## src/rtl/io_handshake_unit.sv

```systemverilog
// Operator handshake for the core's OUTSS/INSW instructions: display latch, switch capture,
// debounced confirm key. Optional macro IO_AUTO_CONFIRM_EN adds a wait-timeout auto confirm.
module io_handshake_unit #(
    parameter int DATA_WIDTH      = 32,
    parameter int SWITCH_WIDTH    = 16,
    parameter int DEBOUNCE_CYCLES = 500000
`ifdef IO_AUTO_CONFIRM_EN
    , parameter int AUTO_CONFIRM_CYCLES = 8
`endif
) (
    input  logic                    clock,
    input  logic                    reset,
    input  logic                    is_output,
    input  logic                    is_input,
    input  logic [DATA_WIDTH-1:0]   output_data,
    input  logic [SWITCH_WIDTH-1:0] switches,
    input  logic                    key_n,
    output logic                    confirmation,
    output logic [DATA_WIDTH-1:0]   input_data,
    output logic [DATA_WIDTH-1:0]   display_data,
    output logic                    waiting
);
    localparam int CW = $clog2(DEBOUNCE_CYCLES + 1);

    typedef enum logic [2:0] {IDLE, OUT_WAIT, IN_WAIT, HOLD_RELEASE, DONE} state_t;

    state_t                  state_q, state_d;
    logic                    key_s1_q, key_s2_q, deb_q, deb_d;
    logic [CW-1:0]           cnt_q, cnt_d;
    logic [SWITCH_WIDTH-1:0] sw_s1_q, sw_s2_q;
    logic [DATA_WIDTH-1:0]   disp_q, disp_d, inp_q, inp_d;
    logic                    conf_q, conf_d, wait_q, wait_d;
    logic                    flip, press, release_ev, timeout;

    // Debounce: flip on the cycle the disagreement reaches DEBOUNCE_CYCLES, so the
    // FSM sees the press on the same edge the debounced level changes.
    always_comb begin
        cnt_d = '0;
        flip  = 1'b0;
        if (key_s2_q != deb_q) begin
            if (cnt_q == CW'(DEBOUNCE_CYCLES - 1)) flip = 1'b1;
            else if (cnt_q != CW'(DEBOUNCE_CYCLES)) cnt_d = cnt_q + 1'b1;
            else cnt_d = cnt_q;
        end
        deb_d      = flip ? ~deb_q : deb_q;
        press      = flip & deb_q;
        release_ev = flip & ~deb_q;
    end

`ifdef IO_AUTO_CONFIRM_EN
    localparam int AW = $clog2(AUTO_CONFIRM_CYCLES + 1);
    logic [AW-1:0] wcnt_q;
    assign timeout = (state_q == OUT_WAIT || state_q == IN_WAIT) &&
                     (wcnt_q == AW'(AUTO_CONFIRM_CYCLES - 1));
    always_ff @(posedge clock) begin
        if (reset || state_d != state_q) wcnt_q <= '0;
        else if (state_q == OUT_WAIT || state_q == IN_WAIT) wcnt_q <= wcnt_q + 1'b1;
    end
`else
    assign timeout = 1'b0;
`endif

    always_comb begin
        state_d = state_q;
        disp_d  = disp_q;
        inp_d   = inp_q;
        case (state_q)
            IDLE: begin
                if (is_output) begin
                    disp_d  = output_data;
                    state_d = OUT_WAIT;
                end else if (is_input) begin
                    state_d = IN_WAIT;
                end
            end
            OUT_WAIT: begin
                if (!is_output)   state_d = IDLE;
                else if (press)   state_d = HOLD_RELEASE;
                else if (timeout) state_d = DONE;
            end
            IN_WAIT: begin
                if (!is_input) begin
                    state_d = IDLE;
                end else if (press || timeout) begin
                    inp_d   = DATA_WIDTH'(sw_s2_q);
                    state_d = press ? HOLD_RELEASE : DONE;
                end
            end
            HOLD_RELEASE: if (release_ev) state_d = DONE;
            DONE:         state_d = IDLE;
            default:      state_d = IDLE;
        endcase
        wait_d = (state_d == OUT_WAIT) || (state_d == IN_WAIT) || (state_d == HOLD_RELEASE);
        conf_d = (state_d == DONE);
    end

    always_ff @(posedge clock) begin
        if (reset) begin
            state_q  <= IDLE;
            key_s1_q <= 1'b1;
            key_s2_q <= 1'b1;
            deb_q    <= 1'b1;
            cnt_q    <= '0;
            sw_s1_q  <= '0;
            sw_s2_q  <= '0;
            disp_q   <= '0;
            inp_q    <= '0;
            conf_q   <= 1'b0;
            wait_q   <= 1'b0;
        end else begin
            state_q  <= state_d;
            key_s1_q <= key_n;
            key_s2_q <= key_s1_q;
            deb_q    <= deb_d;
            cnt_q    <= cnt_d;
            sw_s1_q  <= switches;
            sw_s2_q  <= sw_s1_q;
            disp_q   <= disp_d;
            inp_q    <= inp_d;
            conf_q   <= conf_d;
            wait_q   <= wait_d;
        end
    end

    assign confirmation = conf_q;
    assign waiting      = wait_q;
    assign display_data = disp_q;
    assign input_data   = inp_q;
endmodule

```

## config.mk

```make
export PLATFORM = sky130hd
export DESIGN_NAME = io_handshake_unit
export DESIGN_NICKNAME = d
export VERILOG_FILES = /design/src/rtl/io_handshake_unit.sv
export SDC_FILE = /design/constraint.sdc
export NUM_CORES = 1
export LEC_CHECK = 0
export CORE_MARGIN = 1
export CORE_UTILIZATION = 45
export DETAILED_ROUTE_END_ITERATION = 10
export PLACE_DENSITY_LB_ADDON = 0.1
export REMOVE_ABC_BUFFERS = 1
export SLEW_MARGIN = 20
export SYNTH_ARGS = -nofsm -noshare
export SYNTH_HDL_FRONTEND = slang
export SYNTH_SLANG_ARGS = --single-unit
```

## constraint.sdc

```tcl
create_clock -name clock -period 2.8 [get_ports clock]
set_input_delay 0.56 -clock clock [delete_from_list [all_inputs] [get_ports clock]]
set_output_delay 0.56 -clock clock [all_outputs]
set_load 0.01 [all_outputs]
```

# == Word level (Yosys, flattened, before mapping) ==
# Cells that the tools add are included.
# word_totals
word_cells,41
regBits,107
output_inout_bits,66
# op_classes
add_sub_neg,1
muxes,9
n_bitwise,4
eq_ne,10
reduce_logical,6
# op_table
cell,n
$add A19 B1 Y19 const B,1
$eq A19 B19 Y1 const B,1
$ne A19 B19 Y1 const B,1
$mux W3,6
$eq A3 B2 Y1 const B,4
$pmux W3 S4,1
$eq A3 B1 Y1 const B,2
$eq A3 B3 Y1 const B,1
$logic_not A3 Y1,1
$reduce_and A3 Y1,1
$reduce_or A3 Y1,1
$and A1 B1 Y1,2
$logic_or A1 B1 Y1,2
$mux W1,2
$not A1 Y1,2
$reduce_and A2 Y1,1
$ne A1 B1 Y1,1

# == Depth between registers and ports, before layout ==
# depth
word_depth,10
mapped_depth,7
mapped_depth_nobuf,6

# == Worst setup path after synthesis ==
# No wires, ideal clock.
# synth_path
kind,reg-to-reg
start,register cnt_q[0]
end,"register inp_q[10], in the netlist input_data[10]"
path_slack_ps,1039
stages_incl_launch_ff,8
setup_time_ps,70
n_path_buf,2
t_arrival_ps,1690
required_ps,2730
cell_sequence,dfxtp_1 > ha_1 > nand4_1 > nor2_1 > clkbuf_1 > clkbuf_1 > nand4_1 > a21oi_1
# synth_between
elab_chain_len,5
# synth_rtl
element,line_no,text
from (decl),29,"logic [CW-1:0] cnt_q, cnt_d;"
from (signal assigned),115,cnt_q <= cnt_d;
$eq A19 B19 Y1,41,if (cnt_q == CW'(DEBOUNCE_CYCLES - 1)) flip = 1'b1;
$mux W1,41,
$mux W1,40,if (key_s2_q != deb_q) begin
$and A1 B1 Y1,46,press = flip & deb_q;
$reduce_and A3 Y1 (no line),--,
to (signal assigned),119,inp_q <= inp_d;
to (decl),31,"logic [DATA_WIDTH-1:0] disp_q, disp_d, inp_q, inp_d;"
# Every way passes these cells.
# A chain may end at the register's enable or synchronous reset.

# == Worst setup path after layout ==
# layout_path
start,register cnt_q[0]
end,register cnt_q[0]
# layout_between
elab_chain_len,2
word_cells_on_any_way,4
# layout_rtl
element
"parallel branches: the longest is 2 deep, another holds $add A19 B1 Y19"
# Parallel ways; which one is timed is not known.

==> results.yml <==
outcome:
  outcome: "completed"
detailed_routing:
  viasPerCell: 5.09
  routed_wl_um: 8980
  vias: 3346
  wl_per_cell_um: 13.7
  ant_nets: 0
  met2_length_um: 4350
  post-route-drc-count: 0
  route.met3.wl_um: 406
  wl_met1_um: 4080
  dr.pass1.iters: 4
  drt_iter0_drc: 129
  top_layer: "met4"
global_route:
  antenna_found_initial: 0
  grt_pass1_wl_um: 14300
  track_usage_pct: 20.0
  overflow: 0
  first_global_vias: 3040
  grt_max_degree: 88
hold_path:
  hold_path_class: "reg2reg"
critical_path:
  endpoint_kind: "flip-flop"
  cp_data_required_time_ns: 3.02
  start_kind: "flip-flop"
  path_max_fanout: 19
  cp.arrival_ns: 2.27
  setup.worst_path.class: "reg2reg"
sta:
  fin_crit_sh_pct: 73.1
  grt_setup_unrepaired: "no"
  slew_headroom_pct: 52.5
  hold_violations: 0
  drv_slew: 0
  setup_viol: 0
  tns_ns: 0
  min_period_ns: 2.05
  max_clock_freq_mhz: 488
  clock_skew_ns: 0.0139
  tightest_slew_ns: 0.712
  timing.hold.ws_ns: 0.420
clock_tree:
  clk_path_buf_depth: 2
  cts_sinks: 107
  cts_tree: "built"
  cts_buffers: 9
  path_clk_slew_ns: 0.11
  cts_max_level: 3
  insertion_delay_ns: 0.36
  cts_hold_buf: 0
  root_buffer: "clkbuf_8"
  cts_resized: 0
  cts_setup_buffers: 0
die:
  die_area_um2: 9320
  rows: 34
  initial_core_util_pct: 46.3
  die_width_um: 96.5
  ioPinCount: 119
  die_y_um: 96.5
  core_area_um2: 8680
logic_synthesis:
  synth_seq_cells: 107
  synth-edff-count: 0
  yosysMostFrequentCell: "dfxtp_1"
  synthArstFlopShare_pct: 0
  postSynthCellCount: 456
  synth.avg_cell_area_um2: 8.82
  yosysTopAreaCell: "dfxtp_1"
  synth_area_leaders: "dfxtp_1 (53%), a21oi_1 (7.1%), nand2_1 (6.7%)"
  synth_top_area_share_pct: 53.3
  ys_seq_area_share_pct: 53.3
  synth_area_um2: 4020
  synth_ff_type: "dfxtp_1"
  synth_commonest_cells: "dfxtp_1 (107), nand2_1 (72), a21oi_1 (57), nor2b_1 (33), clkbuf_1 (24)"
  synth-warning-count: 0
  ys_types: 41
pwr:
  p_leak_nw: 1.85
  ir_worst_vdd_v: 0.000347
  total_power_mw: 2.78
  p_per_area_nw_per_um2: 531
placed_design:
  place_area_um2: 5050
  port_buffers: 102
  gp_congestion: 0.809
  dp_cells: 641
  place_hpwl_um: 5870
flow_run:
  maxCapViolations: 0
layout:
  n_antenna_cell: 0
  drive_gt1_share_pct: 5.83
  instances_no_fill: 657
  area_growth_pct: 30.5
  stdcell_area_um2: 5250
  nNetsFinal: 599
## layer usage
metal / vias to the layer above / track usage (%)
li1: 1686 / -
met2: 79 / 31.6
met3: 11 / 3.76
met5: - / 0
met4: 0 / 8.58
met1: 1570 / 26.7
## state kept, by name, summed over array words and instances, names as in the netlist
register,flops
waiting,1
deb_q,1
cnt_q,19
input_data,16
display_data,32
confirmation,1
key_s2_q,1
sw_s1_q,16
state_q,3
key_s1_q,1
sw_s2_q,16
## layout by cell type (no fill, tap or decap), types with 2 or more instances in the layout
cell type / instances
nand2b_1: 6
and4_1: 2
a21oi_1: 57
or3_1: 8
o31ai_1: 2
and2_1: 3
inv_6: 3
dfxtp_1: 107
nor2b_1: 33
xor2_1: 4
inv_1: 5
nor3b_1: 2
ha_1: 2
clkdlybuf4s50_1: 101
a31oi_1: 2
nand3_1: 9
o21ai_0: 11
nand4_1: 21
nor3_1: 3
buf_4: 7
or2_2: 2
and3_1: 2
clkbuf_8: 10
nor4_1: 5
a211o_1: 2
conb_1: 16
nand2_1: 72
clkinv_4: 2
nand4b_1: 2
xnor2_1: 7
o21ai_1: 10
nor2_1: 16
## cell type report
type | count | area [um2]
sequential | 107 | 2140
clock inverter | 6 | 55.1
clock buffer | 10 | 138
fill | 792 | 3430
timing repair buffer | 110 | 1090
inverter | 5 | 18.8
multi-input combinational | 311 | 1670
tap | 108 | 135
## where the power goes
group / switching (mW) / internal [mW] / total, mW
Sequential: 0.0218 / 1.58 / 1.60
Clock: 0.544 / 0.368 / 0.912
Combinational: 0.122 / 0.153 / 0.274
Total: 0.688 / 2.10 / 2.78
## worst max-delay path, cell delays in order, from the launching register on
cell and delay, ns:
dfxtp_1 0.45, ha_1 0.25, nand4_1 0.24, nor2_1 0.20
a221o_1 0.64, nor3_1 0.14
## per-stage QoR
step / setup WS, ns / util (%)
finish: 0.752 / 60.4
floorplan: 0.233 / -
detailed placement: 0.773 / 58.2
global placement: 0.799 / 58.2
CTS: 0.765 / 60.4
global route: 0.574 / 60.4
## final timing paths
check | from | to | slack [ns] | cells after the start
max | cnt_q[0] | cnt_q[0] | 0.75 | 5
min | key_s1_q | key_s2_q | 0.42 | 1
max reg2reg | cnt_q[0] | cnt_q[0] | 0.75 | 5
min reg2reg | key_s1_q | key_s2_q | 0.42 | 1
## cell families (layout without fill, tap and decap cells)
group                      count (synthesis)  in the layout  share of synthesized area (%)
xor gates and xnor gates                  11             11                           2.40
DFF                                      107            107                           53.3
AOI/OAI and AO/OA                         88             88                           11.7
other                                      1             16                         0.0933
buffers and inverters                     53            131                           6.75
and+or+nand+nor                          194            194                           25.2
adders and majority gates                  2              2                          0.622
Note: power is estimated with default switching activity, not from simulation.
==> variant (same flow settings) <==
Build with the macro `IO_AUTO_CONFIRM_EN` defined.
--- a/src/rtl/io_handshake_unit.sv
+++ b/src/rtl/io_handshake_unit.sv
@@ -2,2 +2,4 @@
 // debounced confirm key. Optional macro IO_AUTO_CONFIRM_EN adds a wait-timeout auto confirm.
+`define IO_AUTO_CONFIRM_EN
+
 module io_handshake_unit #(
Formal check against the unedited RTL: not equivalent (a bounded check fails within 10 cycles, from zero or initial values and one cycle with reset high).
==> variant against the original RTL <==
Final area rose by 5.6%; area after synthesis rose by 6.5%; total power rose by 4.4%; sequential cell count rose by 4; routed wire length fell by 0.58%; global-route usage fell by 1.2 points; setup slack got worse by 0.40 ns; sequential power rose by 4%; synthesized cell count rose by 5.7%; die area rose by 6.3%; critical path type unchanged; largest power group unchanged.
==> variant: results (changes against the original RTL) <==
{| class="wikitable"
! Metric !! Value
|-
| Status || finished, final reports clean
|-
| Data arrival time at the worst-slack endpoint || 2.69 ns (+0.42 ns)
|-
| Drt via density || 4.89 (-3.9%)
|-
| Static leakage || 1.95 nW (+5.6%)
|-
| DP Area || 5340 um2 (+5.7%)
|-
| Pin count of the biggest net entering global routing || 33 (-63%)
|-
| Length of the first detailed-routing pass in iterations || 4 (unchanged)
|-
| Synth cell count leaders || sky130_fd_sc_hd__dfxtp_1, sky130_fd_sc_hd__nand2_1, sky130_fd_sc_hd__a21oi_1
|-
| Number of global-route vias before repair || 3,241 (+6.6%)
|-
| Sequential area share after synthesis || 51.9% (-1.4 points)
|-
| Total routing resource utilization after global routing || 18.8% (-1.2 points)
|-
| Worst path max stage delay || 0.46 ns (-0.18 ns)
|-
| Wire length of the first global-routing pass || 14,800 um (+3.7%)
|-
| IR Drop Worst-Case VDD || 0.000478 V (+38%)
|-
| Count of nets after finishing || 632 (+5.5%)
|-
| Max Fanout on Critical Path || 17 (-2)
|-
| Most area-consuming cells after synthesis || sky130_fd_sc_hd__dfxtp_1, sky130_fd_sc_hd__nand2_1, sky130_fd_sc_hd__a21oi_1
|-
| Cell with the biggest individual delay on the critical path || sky130_fd_sc_hd__o21a_1
|-
| Min Hold Slack || 0.427 ns (+0.00717 ns)
|-
| Placer congestion estimate || 0.851 (+5.2%)
|-
| Fraction of final layout cells sized beyond drive strength 1 || 6.71% (+0.88 points)
|-
| Number of violations reported at the end of detailed-routing iteration 0 || 107 (-17%)
|-
| Clock skew after layout || 0.0148 ns (+0.000871 ns)
|-
| Register-to-Register Setup Slack || 0.36 ns (-0.40 ns)
|-
| Detailed Route WL || 8920 um (-0.58%)
|-
| Count of cell types in the netlist || 52 (+27%)
|}
-- variant: final cells by class --
cell class / instances / area [um2]
clock inverter: 7 / 73.8
fill: 838 / 3700
inverter: 5 / 18.8
sequential: 111 / 2220
tap: 129 / 161
multi-input combinational: 339 / 1860
clock buffer: 9 / 124
timing repair buffer: 110 / 1080
-- variant: cells by family (layout without fill, tap and decap cells) --
kind of cell	after synthesis	after routing	synth area share, %
other cells	1	16	0.0876
flops	111	111	51.9
simple gates	210	210	25.1
mux	2	2	0.468
fa+ha+maj	3	3	0.877
xor+xnor	21	21	4.30
compound gates	87	87	11.4
buf+inv	47	131	5.90
-- variant: critical path: cells and delay by family, from the launching register on --
kind                       cells  cell delay [ns]
and+or+nand+nor                3             0.72
DFF                            1             0.44
adders and majority gates      1             0.26
AOI/OAI and AO/OA              2             0.90
-- variant: metal layers --
layer | GRT usage (%) | wire (um)
met5 | 0 | 0
met2 | 30.5 | 4160
met1 | 22.6 | 3940
met4 | 4.19 | 73
met3 | 8.92 | 751
-- variant: final timing paths --
kind	start	end	depth (start not counted)
min reg2reg	key_s1_q	key_s2_q	1
max reg2reg	cnt_q[1]	wcnt_q[0]	6
min	key_s1_q	key_s2_q	1
max	cnt_q[1]	wcnt_q[0]	6
-- variant: through the flow --
step / power (mW) / cells / worst slack [ns]
floorplan: 1.82 / 455 / 0.326
global placement: 2.01 / 694 / 0.381
detailed placement: 2.01 / 694 / 0.307
CTS: 2.94 / 710 / 0.359
global route: 3.04 / 710 / 0.120
finish: 2.91 / 710 / 0.356
-- variant: power breakdown --
part / leakage, nW / switching (mW) / internal, mW
Clock: 0.101 / 0.581 / 0.352
Combinational: 0.946 / 0.143 / 0.168
Sequential: 0.907 / 0.0275 / 1.64
Total: 1.95 / 0.752 / 2.16
